$ cat src/rtl/quadrant_to_pos.sv
// Walks every pixel of one 64x48 cell of the 10x10 playfield grid in raster order.
// One request in, 3072 registered pixel beats out, then a done pulse.
module quadrant_to_pos #(
    parameter int CELL_W = 64,
    parameter int CELL_H = 48,
    parameter int GRID_N = 10
) (
    input  logic       clk_in,
    input  logic       rst_in,
    input  logic       req_valid,
    output logic       req_ready,
    input  logic [3:0] cell_x,
    input  logic [3:0] cell_y,
    output logic       pix_valid,
    input  logic       pix_ready,
    output logic [9:0] pos_x,
    output logic [9:0] pos_y,
    output logic       pix_last,
    output logic       done,
    output logic       err
);

    localparam logic [3:0] GRID_LIM = 4'(GRID_N);
    localparam logic [5:0] LAST_X   = 6'(CELL_W - 1);
    localparam logic [5:0] LAST_Y   = 6'(CELL_H - 1);

    typedef enum logic {
        IDLE = 1'b0,
        SCAN = 1'b1
    } state_t;

    state_t     state_q, state_d;
    logic [9:0] base_x_q, base_x_d;
    logic [9:0] base_y_q, base_y_d;
    logic [5:0] off_x_q, off_x_d;
    logic [5:0] off_y_q, off_y_d;
    logic [9:0] pos_x_q, pos_x_d;
    logic [9:0] pos_y_q, pos_y_d;
    logic       pix_last_q, pix_last_d;
    logic       done_q, done_d;
    logic       err_q, err_d;

    always_ff @(posedge clk_in) begin
        if (rst_in) begin
            state_q    <= IDLE;
            base_x_q   <= '0;
            base_y_q   <= '0;
            off_x_q    <= '0;
            off_y_q    <= '0;
            pos_x_q    <= '0;
            pos_y_q    <= '0;
            pix_last_q <= 1'b0;
            done_q     <= 1'b0;
            err_q      <= 1'b0;
        end else begin
            state_q    <= state_d;
            base_x_q   <= base_x_d;
            base_y_q   <= base_y_d;
            off_x_q    <= off_x_d;
            off_y_q    <= off_y_d;
            pos_x_q    <= pos_x_d;
            pos_y_q    <= pos_y_d;
            pix_last_q <= pix_last_d;
            done_q     <= done_d;
            err_q      <= err_d;
        end
    end

    always_comb begin
        state_d  = state_q;
        base_x_d = base_x_q;
        base_y_d = base_y_q;
        off_x_d  = off_x_q;
        off_y_d  = off_y_q;
        done_d   = 1'b0;
        err_d    = 1'b0;

        case (state_q)
            IDLE: begin
                if (req_valid) begin
                    if (cell_x < GRID_LIM && cell_y < GRID_LIM) begin
                        state_d  = SCAN;
                        // cell_y picks the column band, cell_x the row band
                        base_x_d = {cell_y, 6'd0};
                        base_y_d = 10'({cell_x, 5'd0}) + 10'({cell_x, 4'd0});
                        off_x_d  = '0;
                        off_y_d  = '0;
                    end else begin
                        err_d = 1'b1;
                    end
                end
            end
            SCAN: begin
                if (pix_ready) begin
                    if (off_x_q == LAST_X) begin
                        off_x_d = '0;
                        if (off_y_q == LAST_Y) begin
                            off_y_d = '0;
                            state_d = IDLE;
                            done_d  = 1'b1;
                        end else begin
                            off_y_d = off_y_q + 6'd1;
                        end
                    end else begin
                        off_x_d = off_x_q + 6'd1;
                    end
                end
            end
            default: state_d = IDLE;
        endcase

        // Coordinates are precomputed from next-state so the outputs come straight from flops
        pos_x_d    = base_x_d + {4'd0, off_x_d};
        pos_y_d    = base_y_d + {4'd0, off_y_d};
        pix_last_d = (state_d == SCAN) && (off_x_d == LAST_X) && (off_y_d == LAST_Y);
    end

    assign req_ready = (state_q == IDLE);
    assign pix_valid = (state_q == SCAN);
    assign pos_x     = pos_x_q;
    assign pos_y     = pos_y_q;
    assign pix_last  = pix_last_q;
    assign done      = done_q;
    assign err       = err_q;

endmodule
$ cat config.mk
export PLATFORM = sky130hd
export DESIGN_NAME = quadrant_to_pos
export DESIGN_NICKNAME = d
export VERILOG_FILES = /design/src/rtl/quadrant_to_pos.sv
export SDC_FILE = /design/constraint.sdc
export NUM_CORES = 1
export LEC_CHECK = 0
export ABC_AREA = 1
export BUFFER_PORTS_ARGS = -buffer_cell sky130_fd_sc_hd__buf_2
export CAP_MARGIN = 20
export CORE_UTILIZATION = 33
export DETAILED_ROUTE_END_ITERATION = 7
export PLACE_DENSITY = 0.49
export SLEW_MARGIN = 20
export SYNTH_ARGS = -nofsm -noshare
export SYNTH_HDL_FRONTEND = slang
export SYNTH_SLANG_ARGS = --single-unit
export TNS_END_PERCENT = 5
$ cat constraint.sdc
create_clock -name clk_in -period 3.1 [get_ports clk_in]
set_input_delay 0 -clock clk_in [delete_from_list [all_inputs] [get_ports clk_in]]
set_output_delay 0 -clock clk_in [all_outputs]
set_load 0.05 [all_outputs]
* Word-level counts from Yosys, hierarchy flattened
Index checks and enable logic that the tools add are counted.
** Storage, ports and cells
- Input bits :: 12
- Logic and storage cells :: 55
- Register bits :: 56
- Output and inout port bits :: 25
** Cells by class
- Muxes and demuxes :: 25
- Add/subtract/negate cells :: 5
- Bitwise gates (word level) :: 4
- Reduce and logical (&&, ||, !) cells :: 5
- Magnitude comparators :: 2
- Eq/ne operators :: 4
** Operators with widths (number)
- $mux 10 :: 6
- $mux 6 :: 9
- $eq 6x6->1 const B :: 4
- $pmux 6 s2 :: 2
- $add 10x6->10 :: 2
- $add 6x1->6 const B :: 2
- $add 9x8->10 :: 1
- $lt 4x4->1 const B :: 2
- $mux 1 :: 7
- $not 1->1 :: 4
- $reduce_or 4->1 :: 1
- $logic_and 1x1->1 :: 3
- $reduce_or 3->1 :: 1
- $pmux 1 s2 :: 1

* Longest topological paths before layout
Gate-level depths: netlist of the first run.
- Depth after elaboration :: 8
- Gate-level depth with buffers :: 20

* Worst setup path before layout of the first run
No wires, ideal clock.
- Path kind :: reg-to-reg
- Start point :: register state_q, in the netlist pix_valid
- End point :: register pos_y_q[8], in the netlist pos_y[8]
- Data arrival time :: 2834 ps
- Path buffers :: 3
- Clock period less this slack :: 2904 ps
- Stages on the path, launching flop included :: 18
- Required time :: 3030 ps
- Setup time :: 70 ps
- Setup slack :: 196 ps
- Cells stage by stage :: dfxtp_1 buf_6 nor2_4 nand3_4 buf_6 buf_2 nand2_1 inv_1 ha_1 inv_1 fa_1 o31ai_1 nand2_1 nand2_1 a21oi_1 nor3_2 nor2_1 a21oi_1
** Between the ends
- Elaborated cells on any way between the ends :: 4
- Those cells by class :: add/sub (1); mux (2); bitwise (1)
** RTL lines
- start: declaration :: line 32 : state_t state_q, state_d;
- start signal: assignment :: line 56 : state_q <= state_d;
- $mux 10 :: line 78 : case (state_q)
- via base_y_d[0] :: line 34 : logic [9:0] base_y_q, base_y_d;
- $add 10x6->10 :: line 114 : pos_y_d = base_y_d + {4'd0, off_y_d};
- end signal: assignment :: line 62 : pos_y_q <= pos_y_d;
- end: declaration :: line 38 : logic [9:0] pos_y_q, pos_y_d;
The timed path passes the listed nets, and every way through them passes these cells.
A chain may end at the register's enable or synchronous reset.

* Worst setup path after layout of the first run
- Start point :: register off_x_q[0]
- End point :: register pos_y_q[8], in the netlist pos_y[8]
** Between the ends
- Word-level cells in the longest chain between the ends :: 5
** Ends and longest elaborated chain
- start: declaration :: line 35 : logic [5:0] off_x_q, off_x_d;
- start signal: assignment :: line 48 : off_x_q <= '0;
- start signal: assignment :: line 59 : off_x_q <= off_x_d;
- $eq 6x6->1 :: line 95 : if (off_x_q == LAST_X) begin
- $mux 6 :: line 95
- $mux 6 :: line 94 : if (pix_ready) begin
- $pmux 6 s2 :: line 78
- via off_y_d[0] :: line 36 : logic [5:0] off_y_q, off_y_d;
- $add 10x6->10 :: line 114
The timed path passes the listed nets, and every way through them passes these cells.

==> results of run 1 <==
## layout make-up
cell class | instances | area (um^2)
flip-flops and latches | 56 | 1120
repair buffers | 42 | 230
fillers | 960 | 5300
clock inverters | 3 | 23.8
clock buffers | 5 | 68.8
inverters | 66 | 249
well taps | 108 | 135
multi-input cells | 270 | 1510
## cell usage in the layout (no fill, tap or decap), types with 2 or more instances in the layout
cell type and instances:
nand2_1 80, inv_1 61, dfxtp_1 56, nor2_1 52, buf_2 36, a21oi_1 24, nand3_1 21, ha_1 18
o21ai_0 15, o21ai_1 7, nand4_1 7, nand2_2 6, clkbuf_8 5, nor3_1 4, or2_2 4, buf_4 4
inv_2 3, xor2_1 3, fa_1 3, o21ai_2 2, nor2_2 2, o211ai_1 2, a211oi_1 2, nand3_2 2
nor3_2 2, clkinvlp_4 2, dlygate4sd3_1 2
## timing repair
item	CTS	global route
hold buffers	2	0
setup endpoints to repair	0	1
gates resized for setup	0	1
hold endpoints to repair	2	0
## cells by family (layout without fill, tap and decap cells)
family          after synthesis  after routing  share of synthesized area (%)
simple gates                185            185                           28.3
buf+inv                      76            116                           10.4
compound gates               58             58                           11.0
flops                        56             56                           38.3
fa+ha+maj                    21             21                           9.74
xor+xnor                      4              4                           1.20
mux                           2              2                           1.11
## through the flow
| stage | util [%] | cell area (um^2) | hold WS (ns) | instances |
|---|---|---|---|---|
| 2_1_floorplan | - | 2930 | 0.156 | 402 |
| 6_report | 38.6 | 3340 | 0.0627 | 550 |
| 4_1_cts | 38.6 | 3330 | 0.0521 | 550 |
| 5_1_grt | 38.6 | 3340 | 0.0926 | 550 |
| 3_3_place_gp | 37.3 | 3220 | 0.293 | 540 |
| 3_5_place_dp | 37.3 | 3220 | 0.300 | 540 |
## sequential cells by signal, summed over array words and instances (netlist names)
name,flops
base_x_q,10
off_x_q,6
base_y_q,10
done,1
pos_x,10
pos_y,10
off_y_q,6
pix_last,1
pix_valid,1
err,1
## synth_stat cells (2+ instances only)
cell type	instances	share of area (%)
nor2_2	2	0.43
o21ai_2	2	0.60
buf_6	2	0.77
nand3_2	2	0.68
nand4_1	7	1.5
nand2_1	80	10
buf_1	2	0.26
o21ai_0	15	2.6
fa_1	3	2.1
a211oi_1	2	0.51
nor3_2	2	0.68
inv_2	3	0.38
inv_1	61	7.8
nor3_1	4	0.68
nand2_2	6	1.3
ha_1	18	7.7
buf_2	2	0.34
xor2_1	3	0.90
o21ai_1	7	1.2
or2_2	4	0.85
nand3_1	21	3.6
clkbuf_1	4	0.51
dfxtp_1	56	38
a21oi_1	24	4.1
nor2_1	52	6.7
o211ai_1	2	0.51
## power by group through the flow
stage / Sequential (uW) / Combinational, uW / Clock (uW)
after detailed placement: 766 / 201 / 0
after global routing: 752 / 222 / 469
after floorplan: 803 / 111 / 0
after global placement: 765 / 201 / 0
final: 749 / 201 / 414
after CTS: 749 / 204 / 441
## worst max-delay path, delay by kind of cell, from the launching register on
family                   cells  cell delay, ns
AO/OA/AOI/OAI                3            0.56
adder cells (fa/ha/maj)      3            0.79
buffers and inverters        2            0.15
flip-flops                   1            0.38
AND/OR/NAND/NOR              9            0.88
## per-layer routing
metal  track usage (%)  vias to the layer above  part of all wire [%]
met3              2.61                       10                   3.7
met5                 0                        -                     0
met1              20.7                     1132                    51
met4              5.60                        0                   1.6
li1                  -                     1348                     -
met2              24.3                       37                    43
## worst max path at each step
| stage | end | cells after the start |
|---|---|---|
| final | pos_y[8] | 17 |
| after global placement | pos_y[8] | 16 |
| after detailed placement | pos_y[8] | 17 |
| after CTS | pos_y[8] | 17 |
| after global routing | pos_y[7] | 17 |
| after floorplan | pos_y[8] | 17 |
==> results.sh, run 1 <==
export IMPL_outcome="completed"
export IMPL_postSynth_asyncResetShare_pct=0
export IMPL_ys_warn_count=0
export IMPL_crit_arrival_ns=3.07
export IMPL_synthesis_nets=435
export IMPL_hp_class="in -> reg"
export IMPL_synth_main_ff_cell="dfxtp_1"
export IMPL_dpl_hpwl_mm=4.95
export IMPL_synthCells=402
export IMPL_die_w_um=96.2
export IMPL_path_class="reg -> reg"
export IMPL_internal_power_uw=960
export IMPL_power_frac_seq_pct=54.9
export IMPL_synth_cell_types=42
export IMPL_critPathSlowestCell="fa_1"
export IMPL_numCtsBuffers=5
export IMPL_clkTransAtPathRegs_ns=0.11
export IMPL_cts_sinks=56
export IMPL_r2r_end="pos_y[8]"
export IMPL_htree_num_levels=2
export IMPL_grt_pass1_wl_mm=10.8
export IMPL_switchingPower_uw=403
export IMPL_max_freq_ghz=0.356
export IMPL_ir_worst_vdd_v=0.000169
export IMPL_cts_root_buf="clkbuf_8"
export IMPL_synth_edff_count=0
export IMPL_r2r_start="off_x_q[0]"
export IMPL_place_port_buffers=36
export IMPL_rsz0062_at_grt="false"
export IMPL_core_mm2=0.00864
export IMPL_p_sw_share_pct=29.5
export IMPL_cp_cell_sequence="ha_1, nand3_1, nor2_2, nand2_2, nand2_1, nand3_1, inv_1, ha_1, inv_1, fa_1, o31ai_2, nand2_1, nand2_1, a21oi_1, nor3_2, nor2_1, a21oi_1"
export IMPL_dieArea_mm2=0.00926
export IMPL_ys_ff_latch=56
export IMPL_drc=0
export IMPL_pin_count=37
export IMPL_gr_total_overflow=0
export IMPL_hold_start="cell_y[3]"
export IMPL_worstPathRequired_ns=3.36
export IMPL_cp_start_kind="flip-flop"
export IMPL_grt_total_usage_pct=15.3
export IMPL_crit_path_start="off_x_q[0]"
export IMPL_leakagePower_uw=0.00171
export IMPL_drt_vias_per_instance=4.59
export IMPL_reg2regPathDepth=17
export IMPL_fp_dieH_um=96.2
export IMPL_dp_slack_ns=0.292
export IMPL_diodes=0
export IMPL_clockBufferDepth=2
export IMPL_wirelength_mm=6.54
export IMPL_ys_seq_area_share_pct=38.3
export IMPL_tritoncts="built"
export IMPL_routedWlPerCell_um=11.9
export IMPL_syn_avg_cell_area_um2=7.29
export IMPL_crit_top_cell="nand2_1"
export IMPL_drt_antenna_violating_nets=0
export IMPL_setup_worst_path_end_class="flip-flop"
export IMPL_gp_congestion=0.764
export IMPL_drv_slew=0
export IMPL_rrSetupSlack_ns=0.29
export IMPL_finalNetCount=474
export IMPL_clkPwrFrac_pct=30.3
export IMPL_grt_pass1_vias=2288
export IMPL_min_to="base_x_q[9]"
export IMPL_rows=34
export IMPL_setup_viol=0
export IMPL_clock_latency_ns=0.32
export IMPL_dr_total_vias=2527
export IMPL_powerDensity_mw_per_mm2=408
export IMPL_relSlewSlack_pct=71.5
export IMPL_p_comb_share_pct=14.7
export IMPL_worstMarginPinSlew_ns=0.427
export IMPL_area_growth_pct=13.9
export IMPL_hold_path_depth=3
export IMPL_grt_max_degree=24
export IMPL_initial_core_util_pct=33.9
export IMPL_hold_violations=0
export IMPL_critPathMaxFanout=6
export IMPL_drv_cap=0
export IMPL_fin_worst_skew_ns=0.0119
export IMPL_cts_setup_buffers=0
export IMPL_timing_final_crit_share_pct=90.7
export IMPL_antenna_found_initial=0
export IMPL_design_power_total_uw=1360
export IMPL_setup_ws_ns=0.289
export IMPL_drt_iter0_markers=58
export IMPL_drive_gt1_share_pct=17.0
export IMPL_max_stage_delay_ns=0.41
export IMPL_firstDrtPassIters=4
export IMPL_period_minus_slack_ns=2.81
export IMPL_tns_ns=0
export IMPL_synth_area_mm2=0.00293
No activity file was read; power rests on OpenSTA's default activity.
==> run 2: changes to the inputs <==
--- a/config.mk
+++ b/config.mk
@@ -8,9 +8,9 @@
 export ABC_AREA = 1
 export BUFFER_PORTS_ARGS = -buffer_cell sky130_fd_sc_hd__buf_2
 export CAP_MARGIN = 20
-export CORE_UTILIZATION = 33
+export CORE_UTILIZATION = 58
 export DETAILED_ROUTE_END_ITERATION = 7
-export PLACE_DENSITY = 0.49
+export PLACE_DENSITY = 0.79
 export SLEW_MARGIN = 20
 export SYNTH_ARGS = -nofsm -noshare
 export SYNTH_HDL_FRONTEND = slang
==> constraint.sdc (replaced) <==
create_clock -name clk_in -period 3.1 [get_ports clk_in]
set_input_delay 0.62 -clock clk_in [delete_from_list [all_inputs] [get_ports clk_in]]
set_output_delay 0.62 -clock clk_in [all_outputs]
set_load 0.05 [all_outputs]
==> results.sh, run 2 (synthesis gave the netlist of run 1 again) <==
export IMPL_outcome="completed"
export IMPL_maxUsedRoutingLayer="met4"
export IMPL_rsz0062_at_grt="false"
export IMPL_hp_class="reg -> reg"
export IMPL_grt_total_usage_pct=24.5
export IMPL_routedWlPerCell_um=11.5
export IMPL_cp_start_kind="flip-flop"
export IMPL_cts_sinks=56
export IMPL_wirelength_mm=5.96
export IMPL_critPathMaxFanout=6
export IMPL_grt_max_degree=26
export IMPL_crit_family="adder cells"
export IMPL_max_freq_ghz=0.358
export IMPL_initial_core_util_pct=61.2
export IMPL_tritoncts="built"
export IMPL_leakagePower_uw=0.00177
export IMPL_drt_iter0_markers=143
export IMPL_relSlewSlack_pct=73.4
export IMPL_dp_slack_ns=-0.0187
export IMPL_fp_dieH_um=73.1
export IMPL_drv_slew=0
export IMPL_dpl_hpwl_mm=4.53
export IMPL_clockBufferDepth=2
export IMPL_max_stage_delay_ns=0.37
export IMPL_grt_pass1_vias=2309
export IMPL_hold_violations=0
export IMPL_design_power_total_uw=1440
export IMPL_worstMarginPinSlew_ns=0.396
export IMPL_setup_viol=0
export IMPL_cts_root_buf="clkbuf_8"
export IMPL_cts_setup_buffers=0
export IMPL_drive_gt1_share_pct=18.9
export IMPL_crit_arrival_ns=3.05
export IMPL_drc=0
export IMPL_powerDensity_mw_per_mm2=426
export IMPL_cp_cell_sequence="ha_1, nand3_1, nor2_2, nand2_2, inv_1, o21ai_0, nand3_1, inv_1, ha_1, inv_1, fa_1, o31ai_1, nand2_1, nand2_1, a21oi_1, nor3_2, nor2_1, a21oi_1"
export IMPL_drt_antenna_violating_nets=0
export IMPL_fin_util_pct=70.5
export IMPL_dr_total_vias=2622
export IMPL_crit_top_cell="inv_1"
export IMPL_dr_wl_met3_um=226
export IMPL_clkTransAtPathRegs_ns=0.10
export IMPL_firstDrtPassIters=5
export IMPL_fin_worst_skew_ns=0.00642
export IMPL_grt_pass1_wl_mm=10.1
export IMPL_final_common_cell="nand2_1"
export IMPL_drv_cap=0
export IMPL_clock_latency_ns=0.32
export IMPL_place_port_buffers=36
export IMPL_core_mm2=0.00479
export IMPL_setup_worst_path_end_class="flip-flop"
export IMPL_hold_worst_slack_ns=0.454
export IMPL_htree_num_levels=2
export IMPL_period_minus_slack_ns=2.80
export IMPL_numCtsBuffers=5
export IMPL_layout_common_cells="nand2_1 (80), inv_1 (61), dfxtp_1 (56)"
export IMPL_path_buf_inv=3
export IMPL_antenna_found_initial=0
export IMPL_timing_final_crit_share_pct=90.2
export IMPL_critPathSlowestCell="fa_1"
export IMPL_gr_total_overflow=0
export IMPL_wl_met1_mm=2.88
export IMPL_die_w_um=73.1
export IMPL_path_class="reg -> reg"
export IMPL_ir_worst_vdd_v=0.000337
export IMPL_area_growth_pct=15.1
export IMPL_fillerInstances=399
export IMPL_tns_ns=0
export IMPL_diodes=0
export IMPL_dr_wl_met2_mm=2.73
export IMPL_worstPathRequired_ns=3.35
export IMPL_setup_ws_ns=0.305
export IMPL_rows=25
export IMPL_pin_count=37
export IMPL_dieArea_mm2=0.00534
export IMPL_finalNetCount=482
export IMPL_drt_vias_per_instance=5.07
export IMPL_gp_congestion=0.831
run 2: cell types whose count changed in the layout (fill, tap and decap cells not counted), sizes merged:
| cell | previous run | this run |
|---|---|---|
| clkinvlp | 2 | 0 |
| bufinv | 0 | 1 |
| buf | 40 | 50 |
| dlygate4sd3 | 2 | 0 |
| clkinv | 3 | 4 |
run 2: path summary, 6_finish.rpt:
| check | startpoint | endpoint | slack, ns | cells after the start |
|---|---|---|---|---|
| setup / recovery | off_x_q[0] | pos_y[8] | 0.30 | 18 |
| hold / removal | base_y_q[2] | base_y_q[2] | 0.45 | 2 |
| setup reg to reg | off_x_q[0] | pos_y[8] | 0.30 | 18 |
| hold reg to reg | base_y_q[2] | base_y_q[2] | 0.45 | 2 |
run 2: area by class of cell:
cell class / count / area, um^2 / area share (%)
multi-input cells: 270 / 1520 / 45.0
clock buffers: 5 / 68.8 / 2.04
flip-flops and latches: 56 / 1120 / 33.2
well taps: 67 / 83.8 / 2.49
repair buffers: 50 / 285 / 8.46
inverters: 66 / 249 / 7.38
clock inverters: 3 / 47.5 / 1.41
run 2: metal layers:
layer / GRT usage [%] / vias up
met4: 8.71 / 0
li1: - / 1373
met3: 4.83 / 10
met5: 0 / -
met1: 31.8 / 1177
met2: 40.5 / 62
run 2: stage by stage:
| stage | cells | cell area, um^2 |
|---|---|---|
| 2_1_floorplan | 402 | 2930 |
| 3_3_place_gp | 509 | 3240 |
| 3_5_place_dp | 509 | 3240 |
| 4_1_cts | 517 | 3360 |
| 5_1_grt | 517 | 3370 |
| 6_report | 517 | 3370 |
run 2: worst reg2reg max path, stage by stage (launching register included):
cell and delay, ns:
dfxtp_1 0.35, ha_1 0.23, nand3_1 0.12, nor2_2 0.06
nand2_2 0.11, inv_1 0.07, o21ai_0 0.09, nand3_1 0.12
inv_1 0.10, ha_1 0.17, inv_1 0.05, fa_1 0.37
o31ai_1 0.35, nand2_1 0.09, nand2_1 0.07, a21oi_1 0.08
nor3_2 0.14, nor2_1 0.06, a21oi_1 0.10
run 2: where the power goes:
| group | leakage (uW) | internal [uW] | switching [uW] |
|---|---|---|---|
| Clock | 0.0000583 | 243 | 240 |
| Sequential | 0.000454 | 740 | 8.52 |
| Combinational | 0.00126 | 61.0 | 142 |
| Total | 0.00177 | 1040 | 391 |
run 2: what timing repair did:
| action | CTS | global route |
|---|---|---|
| endpoints found under the setup margin | 0 | 1 |
| hold buffers | 0 | 0 |
| resized for setup | 0 | 2 |
